<file path="config.mk">
export PLATFORM = sky130hd
export DESIGN_NAME = demux1to8_reg
export DESIGN_NICKNAME = d
export VERILOG_FILES = /design/src/rtl/demux1to8_reg.sv
export SDC_FILE = /design/constraint.sdc
export NUM_CORES = 1
export LEC_CHECK = 0
export ABC_AREA = 1
export CAP_MARGIN = 10
export CORE_MARGIN = 2
export CORE_UTILIZATION = 25
export DETAILED_ROUTE_END_ITERATION = 12
export PLACE_DENSITY = 0.49
export SLEW_MARGIN = 20
export SYNTH_ARGS = -nofsm -noshare
export SYNTH_HDL_FRONTEND = slang
export SYNTH_SLANG_ARGS = --single-unit
</file>
<file path="constraint.sdc">
create_clock -name clk -period 4.25 [get_ports clk]
set_clock_uncertainty 0.1 [all_clocks]
set_input_delay 0.85 -clock clk [delete_from_list [all_inputs] [get_ports clk]]
set_output_delay 0.85 -clock clk [all_outputs]
set_load 0.005 [all_outputs]
</file>
<file path="src/rtl/demux1to8_reg.sv">
// Registered 1-to-8 demultiplexer with eight single-entry holding registers,
// each drained over its own valid/ready handshake; optional round-robin select.
module demux1to8_reg #(
    parameter int WIDTH = 4
) (
    input  logic               clk,
    input  logic               rst_n,
    input  logic               C2,
    input  logic               C1,
    input  logic               C0,
    input  logic               auto_sel,
    input  logic               in_valid,
    input  logic [WIDTH-1:0]   in_data,
    output logic               in_ready,
    output logic [8*WIDTH-1:0] out_data,
    output logic [7:0]         out_valid,
    input  logic [7:0]         out_ready,
    output logic [2:0]         ptr,
    output logic [3:0]         pending
);

    logic [7:0][WIDTH-1:0] data_q, data_d;
    logic [7:0]            valid_q, valid_d;
    logic [2:0]            ptr_q, ptr_d;
    logic [3:0]            pending_q, pending_d;

    logic [2:0] sel;
    logic       accept;

    always_comb begin
        sel      = auto_sel ? ptr_q : {C2, C1, C0};
        // A draining slot counts as free so it can be refilled without a bubble.
        in_ready = ~valid_q[sel] | out_ready[sel];
        accept   = in_valid & in_ready;
    end

    always_comb begin
        data_d    = data_q;
        valid_d   = valid_q & ~out_ready;
        ptr_d     = ptr_q;
        pending_d = '0;
        if (accept) begin
            data_d[sel]  = in_data;
            valid_d[sel] = 1'b1;
            if (auto_sel) begin
                ptr_d = ptr_q + 3'd1;
            end
        end
        for (int k = 0; k < 8; k++) begin
            pending_d = pending_d + {3'b000, valid_d[k]};
        end
    end

    always_ff @(posedge clk or negedge rst_n) begin
        if (!rst_n) begin
            data_q    <= '0;
            valid_q   <= '0;
            ptr_q     <= '0;
            pending_q <= '0;
        end else begin
            data_q    <= data_d;
            valid_q   <= valid_d;
            ptr_q     <= ptr_d;
            pending_q <= pending_d;
        end
    end

    assign out_data  = data_q;
    assign out_valid = valid_q;
    assign ptr       = ptr_q;
    assign pending   = pending_q;

endmodule

</file>
Yosys cells after proc, flatten, opt, wreduce, memory -nomap -nowiden
Cells that the tools add are included.
W data, S select, Z words.

storage, ports and cells
  input bits = 19
  flip-flop bits (word level) = 47
  output and inout port bits = 48
  logic and storage cells = 40

cells by class
  $add $sub $neg = 8
  muxes and demuxes = 11
  bitwise operators = 6
  reductions and logical operators = 2
  magnitude comparators = 2

operators by type and width
  operator               count
  $bwmux W32             1
  $add A4 B1 Y4          4
  $demux W4 S3           1
  $and A8 B8 Y8          1
  $mux W8                1
  $not A8 Y8             1
  $or A8 B8 Y8           1
  $bmux W1 S3            2
  $add A3 B1 Y4          1
  $lt A3 B4 Y1 const B   1
  $mux W4                1
  $add A2 B1 Y3          1
  $add A3 B1 Y3 const B  1
  $demux W1 S3           1
  $ge A3 B1 Y1 const B   1
  $mux W1                3
  $mux W3                1
  $add A1 B1 Y2          1
  $reduce_and A2 Y1      1
  $and A1 B1 Y1          1
  $logic_and A1 B1 Y1    1
  $not A1 Y1             1
  $or A1 B1 Y1           1

Logic depth before layout (Yosys ltp)
Gate-level depths: netlist of run 1.

  depth after elaboration = 14
  gate-level depth with buffers = 22
  mapped depth without buffers = 20

Worst setup path after synthesis of run 1
Ideal clock, no wire load.

  path type = input-to-reg
  start point = input auto_sel
  end point = register pending_q[2], in the netlist pending[2]
  path buffers = 3
  path slack = -0.113 ns
  stages = 21
  data required time = 4.027 ns
  data arrival time = 4.140 ns
  setup time = 0.123 ns
  cell sequence = buf_6 > nand2_1 > nand2_2 > buf_6 > nand2_1 > nand3_1 > nand2_2 > nor2_4 > nand2_4 > buf_8 > nand3_4 > nand2_2 > inv_2 > fa_1 > fa_1 > fa_1 > inv_1 > ha_1 > inv_1 > fa_1 > xnor2_1

on the way
  cells in the longest elaborated chain, start to end = 14
  elaborated cells on any way between the ends = 22
  classes of those cells = 7 x add/sub; 2 x order compare; 8 x mux; 4 x bitwise; 1 x reduce/logical

ends and longest elaborated chain
  what                                                                         line    source
  from (decl)                                                                  11      input logic auto_sel,
  $mux W3 (*)                                                                  31      sel = auto_sel ? ptr_q : {C2, C1, C0};
  $lt A3 B4 Y1 (not written as such), or another cell as far along             44      valid_d[sel] = 1'b1;
  $logic_and A1 B1 Y1 (not written as such) / $mux W1 (equally long branches)  44, 33
  $mux W1 (not written as such) / $not A1 Y1 (equally long branches)           44, 33
  $demux W1 S3 / $or A1 B1 Y1 (equally long branches)                          44, 33
  $or A8 B8 Y8 (no source line) / $and A1 B1 Y1 (equally long branches)        --
  $mux W8 (*)                                                                  42      if (accept) begin
  net valid_d[0]                                                               23      logic [7:0] valid_q, valid_d;
  $add A1 B1 Y2 (*)                                                            50      pending_d = pending_d + {3'b000, valid_d[k]};
  $add A2 B1 Y3 (*)                                                            50
  $add A3 B1 Y4 (*)                                                            50
  $add A4 B1 Y4 (*) (4 in series)                                              50
  net pending_d[2]                                                             25      logic [3:0] pending_q, pending_d;
  to (signal assigned)                                                         64      pending_q <= pending_d;
  to (decl)                                                                    25

Mark *: on every way through the listed nets, which the timed path passes. The rest lies on a longest branch. The select of a mux whose other input is x is not followed.
A chain may end at the register's enable or synchronous reset.

Worst setup path in the final report of run 1
  start point = input out_ready[3]
  end point = register pending_q[1], in the netlist pending[1]

on the way
  cells in the longest elaborated chain, start to end = 12
  elaborated cells on any way between the ends = 15
  classes of those cells = 7 x add/sub; 3 x mux; 5 x bitwise

ends and longest elaborated chain
  what                           line  source
  from (decl)                    17    input logic [7:0] out_ready,
  $bmux W1 S3                    33    in_ready = ~valid_q[sel] | out_ready[sel];
  $mux W1 (not written as such)  33
  $or A1 B1 Y1                   33
  $and A1 B1 Y1                  34    accept = in_valid & in_ready;
  $mux W8                        42
  net valid_d[0]                 23
  $add A1 B1 Y2                  50
  $add A2 B1 Y3                  50
  $add A3 B1 Y4                  50
  $add A4 B1 Y4 (4 in series)    50
  net pending_d[1]               25

The timed path passes the listed nets, and every way through them passes these cells. The select of a mux whose other input is x is not followed.

==> flow_summary.yaml, run 1 <==
global_route:
  grt.overflow.total: 0
  antenna_found_initial: 0
  grt_first_pass_wirelength_um: 11800
  track_usage_pct: 13.5
  grt_max_degree: 48
  grt_pass1_vias: 2423
timing:
  setup_ws_ns: 0.104
  slew_headroom_pct: 57.9
  post-route-period-util_pct: 97.6
  layout_min_cycle_time_ns: 4.15
  grt_setup_unrepaired: "yes"
  worst_pin_slew_ns: 0.632
  drv_slew: 0
  fmax_mhz: 241
  final_hold_viol_count: 0
  setup_violations: 0
drt:
  first_pass_iters: 4
  wire_per_inst_um: 13.4
  ant_nets: 0
  drc: 0
  vias_per_cell: 4.37
  wl_um: 7310
  vias: 2383
  drt-initial-drc-count: 86
synthesis:
  synth.area.top_cells: "dfrtp_1 47%, nand2_1 18%, nand4_1 8.8%, inv_1 5.9%, fa_1 3.2%"
  yosys_warnings: 0
  synthCells: 309
  synth_fp_nets: 336
  ys_types: 24
  syn-cell-area_mm2: 0.00250
  syn_avg_cell_area_um2: 8.10
  ys_seq_area_share_pct: 47.0
  ys_ff_latch: 47
  synth_top_area_share_pct: 47.0
  yosysTopAreaCell: "dfrtp_1"
setup_path:
  reg2reg_depth: 21
  critPathCaptureType: "flip-flop"
  crit_family: "adder cells"
  slowest_delay_ns: 0.51
  r2r_setup_slack_ns: 0.34
  critPathKind: "in2reg"
  crit_path_max_fanout: 5
  cp.arrival_ns: 4.25
  startpoint_type: "input port"
  crit_slowest_cell: "fa_1"
  rr_startpoint: "ptr[0]$_DFFE_PN0P_"
  worstReg2RegEnd: "pending[1]$_DFF_PN0_"
  crit_chain: "clkdlybuf4s50_1, inv_1, nand2_1, nand3_2, nand2_2, nor2_4, nand2_4, buf_6, nand3_4, nand2_4, inv_2, fa_1, fa_1, fa_1, inv_1, ha_2, inv_2, fa_2, inv_1"
  critPathRequiredTime_ns: 4.36
  critPathBufInv: 7
clock_network:
  cts_buffer_depth: 2
  cts_root_buffer: "clkbuf_8"
  numCtsBuffers: 5
  clock_sinks: 47
  htreeDepth: 2
  cts_tree: "built"
  clkTransAtPathRegs_ns: 0.09
  insertion_delay_ns: 0.30
  hold_buffers: 0
cells_and_area:
  final_cell_mix: "99 x nand2_1, 61 x clkdlybuf4s50_1, 47 x dfrtp_1, 41 x buf_4, 35 x nand4_1"
  finish.instance_area_mm2: 0.00384
  fin_cells: 545
  layout.nets: 438
  final_layout_size_suffix_gt1_share_pct: 27.4
  layout_commonest_cell: "nand2_1"
  syn_to_final_growth_pct: 53.6
  antenna_cells: 0
  fin_util_pct: 39.5
placed_design:
  dpl.cell_count: 530
  place_area_mm2: 0.00351
  io_buffers: 66
  place_congestion: 0.809
  place_ws_ns: -0.729
  dp_hpwl_um: 5210
floorplan:
  dieWidth_um: 104
  dieArea_mm2: 0.0108
  die_height_um: 104
  rows: 36
  start_util_pct: 25.7
  io_pins: 67
  core_area_mm2: 0.00973
power:
  leakagePower_nw: 1.91
  power_switching_mw: 0.861
  p_seq_share_pct: 34.0
  power_frac_comb_pct: 53.6
  switching_share_pct: 37.9
  intPower_mw: 1.41
  clkPwrFrac_pct: 12.4
  vdd_drop_max_uv: 203
  powerDensity_mw_per_mm2: 592
flow_run:
  cap_violations: 0
hold_path:
  holdPathStages: 2
  worst_hold_path.endpoint: "out_data[7]$_DFFE_PN0P_"
  min_from: "out_data[7]$_DFFE_PN0P_"
  hold_path_class: "reg2reg"
status:
  status: "finished, final reports clean"
## state kept, by name, summed over array words and instances, names as in the netlist
| register | flops |
|---|---|
| out_data | 32 |
| out_valid | 8 |
| pending | 4 |
| ptr | 3 |
## how the worst max path moves through the flow
stage | startpoint | endpoint | slack, ns | cells past startpoint
floorplan | auto_sel | pending[1]$_DFF_PN0_ | -0.01 | 21
global placement | auto_sel | pending[1]$_DFF_PN0_ | -0.73 | 22
detailed placement | auto_sel | pending[1]$_DFF_PN0_ | -0.73 | 22
CTS | C0 | pending[1]$_DFF_PN0_ | 0.02 | 21
global route | auto_sel | pending[1]$_DFF_PN0_ | -0.05 | 22
finish | out_ready[3] | pending[1]$_DFF_PN0_ | 0.10 | 19
## per-layer routing
metal  wire length (µm)  track usage, %
met5                  0               0
met4                 68            3.47
met3                255            2.51
met2               3670            22.8
met1               3310            17.6
## metrics by stage
step	TNS (ns)	hold WS, ns	power (mW)
after detailed placement	-1.95	0.360	1.90
after global routing	-0.0456	0.410	2.47
after floorplan	-0.00988	0.364	1.28
final	0	0.373	2.27
after global placement	-1.99	0.362	1.90
after CTS	0	0.382	2.26
## power by group through the flow
stage,combinational [mW],sequential (mW),clock [mW]
floorplan,0.509,0.772,0
global placement,1.11,0.785,0
global route,1.36,0.802,0.307
finish,1.22,0.773,0.281
CTS,1.20,0.775,0.292
detailed placement,1.12,0.780,0
## cell type report
| class | instances | area, µm² |
|---|---|---|
| Clock buffer | 5 | 68.8 |
| Clock inverter | 3 | 18.8 |
| Fill cell | 1047 | 5890 |
| Inverter | 43 | 163 |
| Multi-Input combinational cell | 205 | 1270 |
| Sequential cell | 47 | 1180 |
| Tap cell | 133 | 166 |
| Timing Repair Buffer | 109 | 981 |
## cells by family after synthesis
kind of cell               Yosys count  synth area share, %
buffers and inverters               59                 10.9
xor gates and xnor gates             2                0.700
AOI/OAI and AO/OA                    1                0.200
DFF                                 47                 47.0
adders and majority gates            8                 5.20
and+or+nand+nor                    192                 36.0
## worst min-delay path: cells and delay by family (launching register included)
kind,cells,cell delay [ns]
simple gates,2,0.09
flops,1,0.35
## synthesized netlist by cell type
master and number:
nand3_2 1, nand2_1 120, dfrtp_1 47, buf_4 3
nand2_4 1, ha_1 4, nor2_1 12, clkbuf_1 4
nand2_2 5, inv_2 2, buf_2 2, xnor2_1 1
o21ai_0 1, nor2_4 1, nand4_1 35, xor2_1 1
inv_1 39, fa_1 4, buf_8 1, clkinv_1 2
nand3_1 14, clkbuf_2 3, buf_6 3, nand3_4 3
## timing repair
item / CTS / global route
gates cloned: 0 / 2
pin swaps: 20 / 22
setup endpoints to repair: 2 / 2
buffers inserted: 4 / 1
gates resized for setup: 42 / 28
Power figures use the tool's default switching activity.
==> run 2: changes to the inputs <==
- CORE_UTILIZATION: 25 -> 48
- PLACE_DENSITY: 0.49 -> 0.81
==> flow_summary.yaml, run 2 (same netlist as run 1, synthesis figures left out) <==
status:
  status: "finished, final reports clean"
cells_and_area:
  largest_register_ffs: 32
  final_layout_size_suffix_gt1_share_pct: 28.6
  layout_commonest_cell: "nand2_1"
  fillers: 368
  final_cell_mix: "97 x nand2_1, 54 x clkdlybuf4s50_1, 47 x dfrtp_1, 36 x buf_4, 35 x nand4_1"
  antenna_cells: 0
  layout.nets: 432
  finish.instance_area_mm2: 0.00383
  final-seq-area_mm2: 0.00118
  fin_util_pct: 75.5
  syn_to_final_growth_pct: 53.0
  multiInputGateArea_mm2: 0.00131
  fin_cells: 476
drt:
  wl_um: 7660
  drt-initial-drc-count: 118
  vias: 2515
  vias_per_cell: 5.28
  first_pass_iters: 4
  ant_nets: 0
  wire_per_inst_um: 16.1
  drc: 0
floorplan:
  dieArea_mm2: 0.00581
  io_pins: 67
  rows: 26
  start_util_pct: 49.3
  die_height_um: 76.2
  dieWidth_um: 76.2
  core_area_mm2: 0.00507
setup_path:
  reg2reg_depth: 20
  cp.arrival_ns: 4.31
  worstSetupStartpoint: "auto_sel"
  startpoint_type: "input port"
  critPathCaptureType: "flip-flop"
  r2r_setup_slack_ns: 0.22
  worstReg2RegEnd: "pending[1]$_DFF_PN0_"
  critPathKind: "in2reg"
  critPathRequiredTime_ns: 4.36
  rr_startpoint: "ptr[0]$_DFFE_PN0P_"
  crit_path_max_fanout: 8
global_route:
  grt_first_pass_wirelength_um: 12000
  grt_max_degree: 48
  grt_pass1_vias: 2519
  antenna_found_initial: 0
  track_usage_pct: 25.7
  grt.overflow.total: 0
clock_network:
  cts_root_buffer: "clkbuf_8"
  insertion_delay_ns: 0.31
  cts_buffer_depth: 2
  hold_buffers: 0
  clkTransAtPathRegs_ns: 0.09
  clock_sinks: 47
  cts_tree: "built"
  htreeDepth: 2
  numCtsBuffers: 5
placed_design:
  io_buffers: 66
  place_area_mm2: 0.00339
  dp_hpwl_um: 4790
  dpl.cell_count: 462
  place_congestion: 0.912
hold_path:
  worst_hold_path.endpoint: "out_data[0]$_DFFE_PN0P_"
  min_from: "out_data[0]$_DFFE_PN0P_"
  holdPathStages: 2
  hold_path_class: "reg2reg"
timing:
  fin_tns_setup_ns: 0
  fmax_mhz: 238
  slew_headroom_pct: 60.6
  holdWs_ns: 0.379
  post-route-period-util_pct: 98.7
  worst_pin_slew_ns: 0.591
  final_hold_viol_count: 0
  drv_slew: 0
  layout_min_cycle_time_ns: 4.20
  setup_violations: 0
power:
  vdd_drop_max_uv: 358
  powerDensity_mw_per_mm2: 636
  leakagePower_nw: 1.99
flow_run:
  cap_violations: 0
## run 2: changes by cell type in the layout (fill, tap and decap cells not counted), moves of 2 or more
cell	before	now
inv_2	7	11
inv_1	34	29
nand3_1	7	5
clkdlybuf4s50_1	61	54
dlymetal6s2s_1	0	7
buf_4	41	36
nand2_4	12	16
nand2_1	99	97
clkinv_2	3	0
bufinv_16	0	2
nand2_2	17	15
## run 2: through the flow
step | setup slack, ns | power (mW)
floorplan | -0.00988 | 1.28
global placement | -0.631 | 1.84
detailed placement | -0.668 | 1.88
CTS | 0.00679 | 2.37
global route | -0.0615 | 2.60
finish | 0.0536 | 2.44
## run 2: cell type report
class | count | share of cell area [%]
multi-input cells | 205 | 34.1
flip-flops and latches | 47 | 30.7
repair buffers | 103 | 25.0
inverters | 43 | 4.28
well taps | 70 | 2.29
clock inverters | 3 | 1.86
clock buffers | 5 | 1.80
## run 2: critical path: stages
cell,delay (ns)
buf_6,0.11
buf_12,0.14
nand2_4,0.07
nand2_4,0.06
nor2_4,0.15
nand3_2,0.07
nand2_1,0.09
clkinv_1,0.10
nand2_2,0.10
nand2_4,0.10
nand3_4,0.08
nand2_2,0.06
inv_1,0.07
fa_1,0.44
fa_1,0.53
fa_1,0.43
inv_1,0.08
ha_2,0.18
inv_2,0.04
fa_2,0.50
inv_1,0.03
## run 2: how the worst max path moves through the flow
stage / to / slack (ns) / cells after the start
detailed placement: pending[1]$_DFF_PN0_ / -0.67 / 21
global route: pending[1]$_DFF_PN0_ / -0.06 / 21
floorplan: pending[1]$_DFF_PN0_ / -0.01 / 21
finish: pending[1]$_DFF_PN0_ / 0.05 / 21
global placement: pending[1]$_DFF_PN0_ / -0.63 / 19
CTS: pending[1]$_DFF_PN0_ / 0.007 / 19
## run 2: layer usage
layer,GRT usage (%),wire length [µm],vias up,share of wire (%)
li1,-,-,1163,-
met1,31.5,3060,1230,40
met2,45.7,4010,104,52
met3,3.91,406,18,5.3
met4,10.2,183,0,2.4
met5,0,0,-,0
## run 2: power breakdown
part / total, mW / internal [mW] / leakage, nW / switching (mW)
Clock: 0.406 / 0.239 / 0.0703 / 0.167
Sequential: 0.775 / 0.640 / 0.596 / 0.135
Combinational: 1.25 / 0.651 / 1.32 / 0.604
Total: 2.44 / 1.53 / 1.99 / 0.906
## run 2: repair_timing
item / 4_1_cts / 5_1_grt
buffers inserted: 2 / 2
resized for setup: 44 / 49
pin swaps: 19 / 24
gates cloned: 1 / 1
setup endpoints to repair: 2 / 2
==> run 3: changes to the inputs <==
- CORE_UTILIZATION: 48 -> 30
- PLACE_DENSITY: 0.81 -> 0.56
- RECOVER_POWER: default -> 25
==> flow_summary.yaml, run 3 (same netlist as run 1, synthesis figures left out) <==
flow_run:
  cap_violations: 1
timing:
  slew_headroom_pct: -69.8
  grt_setup_unrepaired: "yes"
  worst_pin_slew_ns: 2.55
  setup_ws_ns: 0.0904
  drv_slew: 48
  layout_min_cycle_time_ns: 4.16
  final_hold_viol_count: 0
  fmax_mhz: 240
  post-route-period-util_pct: 97.9
  setup_violations: 0
global_route:
  track_usage_pct: 16.4
  grt_max_degree: 48
  grt.overflow.total: 0
  antenna_found_initial: 0
  grt_first_pass_wirelength_um: 11500
  grt_pass1_vias: 2413
cells_and_area:
  layout_commonest_cell: "nand2_1"
  fin_util_pct: 47.0
  final_layout_size_suffix_gt1_share_pct: 26.0
  syn_to_final_growth_pct: 52.7
  largest_register_ffs: 32
  antenna_cells: 0
  layout.nets: 434
  final_cell_mix: "97 x nand2_1, 61 x clkdlybuf4s50_1, 47 x dfrtp_1, 37 x inv_1, 37 x buf_4"
setup_path:
  worstReg2RegEnd: "pending[1]$_DFF_PN0_"
  crit_path_max_fanout: 8
  r2r_setup_slack_ns: 0.37
  critPathKind: "in2reg"
  cp.arrival_ns: 4.28
  critPathRequiredTime_ns: 4.37
  startpoint_type: "input port"
  reg2reg_depth: 20
  critPathCaptureType: "flip-flop"
  rr_startpoint: "ptr[2]$_DFFE_PN0P_"
hold_path:
  worst_hold_path.endpoint: "out_data[25]$_DFFE_PN0P_"
  hold_path_class: "reg2reg"
  min_from: "out_data[25]$_DFFE_PN0P_"
  holdPathStages: 2
placed_design:
  place_ws_ns: -0.638
  io_buffers: 66
  place_congestion: 0.787
  dp_hpwl_um: 4860
power:
  power_frac_comb_pct: 52.2
  power_switching_mw: 0.870
  switching_share_pct: 37.1
  intPower_mw: 1.48
  leakagePower_nw: 1.92
  clkPwrFrac_pct: 14.7
  p_seq_share_pct: 33.1
  powerDensity_mw_per_mm2: 614
  vdd_drop_max_uv: 240
floorplan:
  io_pins: 67
  dieWidth_um: 95.3
  start_util_pct: 30.8
  dieArea_mm2: 0.00909
  rows: 33
  core_area_mm2: 0.00813
  die_height_um: 95.3
clock_network:
  hold_buffers: 0
  insertion_delay_ns: 0.31
  clock_sinks: 47
  cts_buffer_depth: 2
  numCtsBuffers: 5
  clkTransAtPathRegs_ns: 0.10
  htreeDepth: 2
  cts_tree: "built"
  cts_root_buffer: "clkbuf_8"
drt:
  wire_per_inst_um: 14.0
  drt-initial-drc-count: 73
  vias: 2359
  ant_nets: 0
  vias_per_cell: 4.60
  wl_um: 7160
  first_pass_iters: 4
  drc: 0
status:
  violations: "capacitance limit, slew limit"
  status: "finished with violations"
[run 3: cell types whose count changed in the layout (fill, tap and decap cells not counted), moves of 2 or more]
cell and delta:
inv_1 +8, clkdlybuf4s50_1 +7, dlymetal6s2s_1 -7, inv_2 -7
nand3_1 +3, clkinv_1 -2, nand3_4 -2
[run 3: worst max path at each step]
stage / start / endpoint / slack (ns) / cells past startpoint
global route: auto_sel / pending[1]$_DFF_PN0_ / -0.07 / 21
floorplan: auto_sel / pending[1]$_DFF_PN0_ / -0.01 / 21
CTS: C1 / pending[1]$_DFF_PN0_ / 0.01 / 22
finish: auto_sel / pending[1]$_DFF_PN0_ / 0.09 / 22
detailed placement: auto_sel / pending[1]$_DFF_PN0_ / -0.64 / 22
global placement: auto_sel / pending[1]$_DFF_PN0_ / -0.62 / 22
[run 3: power groups by stage]
stage / clock network, mW / registers, mW / logic [mW]
after floorplan: 0 / 0.772 / 0.509
after global placement: 0 / 0.781 / 1.09
after detailed placement: 0 / 0.778 / 1.10
after CTS: 0.355 / 0.776 / 1.19
after global routing: 0.371 / 0.801 / 1.38
final: 0.346 / 0.776 / 1.23
[run 3: repair_timing]
| action | 4_1_cts | 5_1_grt |
|---|---|---|
| gates cloned | 1 | 0 |
| buffers inserted | 2 | 4 |
| pin swaps | 18 | 21 |
| setup endpoints to repair | 3 | 2 |
| resized for setup | 44 | 32 |
[run 3: through the flow]
step | instance area [µm²] | hold WS, ns | total power [mW] | std cells | TNS (ns)
4_1_cts | 3710 | 0.383 | 2.32 | 509 | 0
2_1_floorplan | 2520 | 0.364 | 1.28 | 309 | -0.00988
3_3_place_gp | 3450 | 0.363 | 1.87 | 498 | -1.54
6_report | 3820 | 0.375 | 2.35 | 513 | 0
3_5_place_dp | 3450 | 0.360 | 1.88 | 498 | -1.63
5_1_grt | 3820 | 0.405 | 2.55 | 513 | -0.0802
[run 3: cell type report]
class / instances / area [µm²]
repair buffers: 106 / 966
well taps: 105 / 131
clock buffers: 5 / 68.8
clock inverters: 3 / 46.3
inverters: 43 / 165
flip-flops and latches: 47 / 1180
fillers: 812 / 4310
multi-input cells: 204 / 1270
[run 3: critical path, stage by stage]
cell and delay (ns):
buf_4 0.13, buf_12 0.15, nand2_4 0.06, nand2_4 0.08
buf_6 0.13, nand2_1 0.06, nand3_1 0.10, nand2_2 0.10
nor2_4 0.04, nand2_4 0.08, buf_6 0.11, nand3_4 0.07
nand2_4 0.07, inv_2 0.04, fa_1 0.45, fa_1 0.51
fa_1 0.42, inv_1 0.07, ha_2 0.18, inv_2 0.04
fa_2 0.51, inv_1 0.03
[run 3: layer usage]
metal  global-route usage, %  wire, µm  vias up
met3                    3.64       395        9
met4                    4.83        84        0
met2                    26.5      3470       61
met1                    22.1      3210     1114
met5                       0         0        -
li1                        -         -     1175
